[src/rtl/stream_demux.sv]
// stream_demux: routes a valid/ready packet stream to one of CHANNELS outputs.
// The destination is taken from in_sel on a packet's first beat and held for
// the rest of the packet. A first beat whose select is out of range causes
// the whole packet to be swallowed, with a one-cycle sel_err pulse.
//
// Ports
//   clk, rst        : clock, synchronous active-high reset
//   in_data/in_sel/in_last/in_valid -> in_ready : input beat handshake
//   out_data/out_last : shared payload of the single output register
//   out_valid/out_ready : per-channel handshake, out_valid is one-hot or zero
//   sel_err         : pulses the cycle after an out-of-range first beat
//   busy            : high while inside a packet (routing or dropping)
module stream_demux #(
  parameter int WIDTH    = 8,
  parameter int CHANNELS = 8,
  parameter int SEL_W    = 3
) (
  input  logic                clk,
  input  logic                rst,
  input  logic [WIDTH-1:0]    in_data,
  input  logic [SEL_W-1:0]    in_sel,
  input  logic                in_last,
  input  logic                in_valid,
  output logic                in_ready,
  output logic [WIDTH-1:0]    out_data,
  output logic                out_last,
  output logic [CHANNELS-1:0] out_valid,
  input  logic [CHANNELS-1:0] out_ready,
  output logic                sel_err,
  output logic                busy
);

  localparam int SEL_N = 1 << SEL_W;
  // One extra bit so that CHANNELS == 2**SEL_W is representable.
  localparam logic [SEL_W:0] CH_LIM = (SEL_W + 1)'(CHANNELS);

  typedef enum logic [1:0] {ST_IDLE, ST_BUSY, ST_DROP} state_t;

  state_t               state_q, state_d;
  logic [SEL_W-1:0]     cur_ch_q, cur_ch_d;
  logic [SEL_W-1:0]     out_ch_q, out_ch_d;
  logic [CHANNELS-1:0]  out_valid_q, out_valid_d;
  logic [WIDTH-1:0]     out_data_q, out_data_d;
  logic                 out_last_q, out_last_d;
  logic                 sel_err_q, sel_err_d;

  logic [SEL_N-1:0]     ready_ext;
  logic                 sel_ok;
  logic                 accept;
  logic                 drain;
  logic                 route;
  logic [SEL_W-1:0]     route_ch;

  // Ready vector padded to the full select range so out_ch_q can index it
  // directly; unused codes read as not-ready (never held in practice).
  generate
    for (genvar gi = 0; gi < SEL_N; gi++) begin : g_ready_ext
      if (gi < CHANNELS) begin : g_used
        assign ready_ext[gi] = out_ready[gi];
      end else begin : g_unused
        assign ready_ext[gi] = 1'b0;
      end
    end
  endgenerate

  assign sel_ok   = {1'b0, in_sel} < CH_LIM;
  // Dropping never touches the output register, so it can always take a beat.
  assign in_ready = (state_q == ST_DROP) || !(|out_valid_q) || ready_ext[out_ch_q];
  assign accept   = in_valid && in_ready;
  assign drain    = |(out_valid_q & out_ready);

  always_comb begin
    state_d     = state_q;
    cur_ch_d    = cur_ch_q;
    out_ch_d    = out_ch_q;
    out_valid_d = out_valid_q;
    out_data_d  = out_data_q;
    out_last_d  = out_last_q;
    sel_err_d   = 1'b0;
    route       = 1'b0;
    route_ch    = cur_ch_q;

    if (drain) begin
      out_valid_d = '0;
    end

    if (accept) begin
      case (state_q)
        ST_IDLE: begin
          if (sel_ok) begin
            route    = 1'b1;
            route_ch = in_sel;
            cur_ch_d = in_sel;
            state_d  = in_last ? ST_IDLE : ST_BUSY;
          end else begin
            sel_err_d = 1'b1;
            state_d   = in_last ? ST_IDLE : ST_DROP;
          end
        end
        ST_BUSY: begin
          route = 1'b1;
          if (in_last) begin
            state_d = ST_IDLE;
          end
        end
        ST_DROP: begin
          if (in_last) begin
            state_d = ST_IDLE;
          end
        end
        default: state_d = ST_IDLE;
      endcase
    end

    // A new beat overrides the drain clear above: reload with no bubble.
    if (route) begin
      out_data_d = in_data;
      out_last_d = in_last;
      out_ch_d   = route_ch;
      for (int i = 0; i < CHANNELS; i++) begin
        out_valid_d[i] = (route_ch == SEL_W'(i));
      end
    end
  end

  always_ff @(posedge clk) begin
    if (rst) begin
      state_q     <= ST_IDLE;
      cur_ch_q    <= '0;
      out_ch_q    <= '0;
      out_valid_q <= '0;
      out_data_q  <= '0;
      out_last_q  <= 1'b0;
      sel_err_q   <= 1'b0;
    end else begin
      state_q     <= state_d;
      cur_ch_q    <= cur_ch_d;
      out_ch_q    <= out_ch_d;
      out_valid_q <= out_valid_d;
      out_data_q  <= out_data_d;
      out_last_q  <= out_last_d;
      sel_err_q   <= sel_err_d;
    end
  end

  assign out_valid = out_valid_q;
  assign out_data  = out_data_q;
  assign out_last  = out_last_q;
  assign sel_err   = sel_err_q;
  assign busy      = (state_q != ST_IDLE);

endmodule

[config.mk]
export PLATFORM = sky130hd
export DESIGN_NAME = stream_demux
export DESIGN_NICKNAME = d
export VERILOG_FILES = /design/src/rtl/stream_demux.sv
export SDC_FILE = /design/constraint.sdc
export NUM_CORES = 1
export LEC_CHECK = 0
export BUFFER_PORTS_ARGS = -buffer_cell sky130_fd_sc_hd__buf_2
export CORE_UTILIZATION = 49
export CTS_CLUSTER_DIAMETER = 120
export DETAILED_ROUTE_END_ITERATION = 12
export GPL_ROUTABILITY_DRIVEN = 0
export PLACE_DENSITY = 0.77
export SYNTH_ARGS = -nofsm -noshare
export SYNTH_HDL_FRONTEND = slang
export SYNTH_SLANG_ARGS = --single-unit
[constraint.sdc]
create_clock -name clk -period 2.4 [get_ports clk]
set_clock_uncertainty 0.1 [all_clocks]
set_input_delay 0.24 -clock clk [delete_from_list [all_inputs] [get_ports clk]]
set_output_delay 0.24 -clock clk [all_outputs]
set_load 0.1 [all_outputs]
==> metrics.txt <==
run status finished, final reports clean; Die ar. about 0.0028 mm2; Final Hold Viols 0; library cells used by synthesis 27; antenna violations before repair 0; overall overflow remaining after global route 0; Net Count, Synth about 160; WP data arrival approximately 2400 ps; Starting Density 51.7%; part of the total power dissipated in sequential elements 38.2%; switching part of the total roughly two fifths; maximum number of pins on one net before global-route repair 25; Final Instance Count excl. Fillers 206; synthesized cell area 0.00127 mm2; via count of the first global-routing pass 986; Layout Nets 200; detailed-routing iteration count for the pre-antenna-repair pass 6; top layer in use met4; placed wire-length estimate 2220 um; maximum resistive drop on vdd between 0.5 and 0.6 mV; Total Power Consumption 1.22 mW; data required time at the worst endpoint 2540 ps; TritonCTS Buffers 3; post-detailed-placement cell area roughly 0.0015 mm2; Synth Area per Inst 9.40 um2; number of violations reported at the end of detailed-routing iteration 0 19; sink count of the clock tree 24; Remaining DRCs 0; r2r startpoint out_ch_q[0]; part of the total power dissipated in combinational logic 38.0%; leakage power 0.740 nW; post-route worst hold slack 52.0 ps; clock tree from TritonCTS yes; R2R Setup Slk 170 ps; antenna fix cells 0; power per standard cell area 788 mW/mm2; setup total negative slack 0 ps; capturing element of the worst setup path out_valid[7]; clock network power share 23.7%; count of boundary I/O pins between 40 and 50; remaining number of nets flagged by the antenna check after routing 0; origin of the worst setup path out_ch_q[0]; number of setup violations in the final report 0; Post-Synthesis Cells 135; count of yosys warnings during synthesis 0; count of max-cap constraint violations 0; transition time at the pin with the least slew margin 626 ps; overall global routing resource usage between 20% and 30%; cell-internal power between 700 and 800 uW; dpl ws 95.5 ps; clock transition time at the flip-flop clock pins of the worst setup and hold paths 130 ps; final cell utilization of the core 62.9%; least setup slack across all paths after layout 169 ps; vias post-DR 1125; post-layout min period 2230 ps; core area 0.00245 mm2; Met3 Routed Length 127 um; number of port buffers ~40; Critical Path Sink Type flip-flop; crit share post-route 93.0%; crit path kind reg -> reg; Cell Rows 18; number of slew-limit violations in the final report 0; placed cell count between 200 and 250; number of enable-type register cells in the synthesized netlist 0; Most used DFF post-synth sky130_fd_sc_hd__dfxtp_1; drt wl/cell between 10 and 15 um; H-tree lvl count 1; clock latency on the worst-skew pair 310 ps; setup repair after global routing missed its margin no; portion of the post-synthesis area used by sequential elements 37.9%; flop and latch count out of synthesis 24; type of element launching the critical path flip-flop; headroom to the max-slew limit 58.3%; routed wire length 2870 um; switching power summed over all nets 483 uW; proportion of layout cells with a drive suffix above 1 approximately a third; Hold Buf Count CTS 0; vias per std cell roughly 5.5; f_max 448 MHz; Vert. Die Dim between 50 and 60 um; R2R cell count 5; Worst R2R End out_valid[7]; finished layout cell area 0.00155 mm2; Synth-to-Final Area Change 21.8%; worst hold-check path type in -> reg; met1 wire length between 1000 and 1500 um; Max clock buf depth 2; maximum fanout encountered on the critical timing path 9; die span in x between 50 and 60 um; wire length of the first global-routing pass 4420 um; Post-synth ARST share 0%; total length of routed met2 wires 1410 um; root buffer cell sky130_fd_sc_hd__clkbuf_4
power groups by stage:
stage / Sequential [mW] / Combinational [mW] / Clock, mW
4_1_cts: 0.465 / 0.461 / 0.290
3_5_place_dp: 0.474 / 0.459 / 0
3_3_place_gp: 0.471 / 0.449 / 0
2_1_floorplan: 0.633 / 0.217 / 0
5_1_grt: 0.471 / 0.485 / 0.311
6_report: 0.466 / 0.464 / 0.289
Yosys cell counts (3+ instances only):
cell / number / area [um2]
sky130_fd_sc_hd__mux2i_1: 26 / 260
sky130_fd_sc_hd__nor2b_1: 5 / 31.3
sky130_fd_sc_hd__nand3_1: 8 / 40.0
sky130_fd_sc_hd__dfxtp_1: 24 / 480
sky130_fd_sc_hd__clkbuf_1: 3 / 11.3
sky130_fd_sc_hd__nor2_1: 3 / 11.3
sky130_fd_sc_hd__and2_1: 3 / 18.8
sky130_fd_sc_hd__nand2_1: 32 / 120
sky130_fd_sc_hd__mux2_4: 3 / 45.0
sky130_fd_sc_hd__mux2_1: 3 / 33.8
layout by cell type (no fill, tap or decap), drive strengths merged:
| cell | count |
|---|---|
| a222oi | 1 |
| nand3 | 8 |
| nand2b | 1 |
| mux4 | 2 |
| a21boi | 1 |
| o211ai | 2 |
| dfxtp | 24 |
| o21ai | 1 |
| o211a | 2 |
| a22oi | 2 |
| nor2 | 3 |
| bufinv | 1 |
| buf | 44 |
| mux2i | 26 |
| a21oi | 2 |
| and2 | 3 |
| clkbuf | 4 |
| nand2 | 32 |
| nor4 | 2 |
| nor2b | 5 |
| mux2 | 7 |
| and3 | 1 |
| conb | 1 |
| inv | 1 |
registers in the layout, summed over array words and instances, names as in the netlist:
signal / cells
out_data: 8
out_valid: 8
cur_ch_q: 3
out_ch_q: 3
out_last: 1
state_q: 1
cell type report:
cell class                      count  area (um2)
Fill cell                         200         910
Multi-Input combinational cell    102         732
Sequential cell                    24         482
Timing Repair Buffer               45         238
Tap cell                           30        37.5
Clock inverter                      1        30.0
Clock buffer                        3        22.5
Inverter                            1        3.75
worst max-delay path, cell delays in order (launching register included):
cell and delay (ps):
sky130_fd_sc_hd__dfxtp_2 480, sky130_fd_sc_hd__mux2_1 350, sky130_fd_sc_hd__mux4_2 510, sky130_fd_sc_hd__o21ai_2 260
sky130_fd_sc_hd__buf_4 240, sky130_fd_sc_hd__mux2i_1 220
how the worst min path moves through the flow:
stage / start / end / slack, ps / cells past startpoint
6_report: in_data[1] / out_data[1] / 50 / 3
5_1_grt: in_data[5] / out_data[5] / 40 / 3
4_1_cts: in_data[1] / out_data[1] / 50 / 3
3_5_place_dp: out_data[7] / out_data[7] / 350 / 2
3_3_place_gp: out_data[4] / out_data[4] / 340 / 2
2_1_floorplan: in_sel[1] / cur_ch_q[1] / 280 / 2
cell families after synthesis:
group | Yosys count | synth area share, %
other | 1 | 0.296
flip-flops | 24 | 37.9
multiplexers | 35 | 31.2
buffers and inverters | 9 | 4.44
AND/OR/NAND/NOR | 55 | 19.4
AO/OA/AOI/OAI | 11 | 6.80
metal layers:
layer	track usage (%)	vias to the layer above
met5	0	-
met4	6.58	0
met3	2.59	4
met2	36.7	34
met1	28.4	530
li1	-	557
repair_timing:
item	CTS	global route
resized for setup	0	2
setup endpoints to repair	0	5
buffers inserted	0	0
No activity file was read; power rests on OpenSTA's default activity.
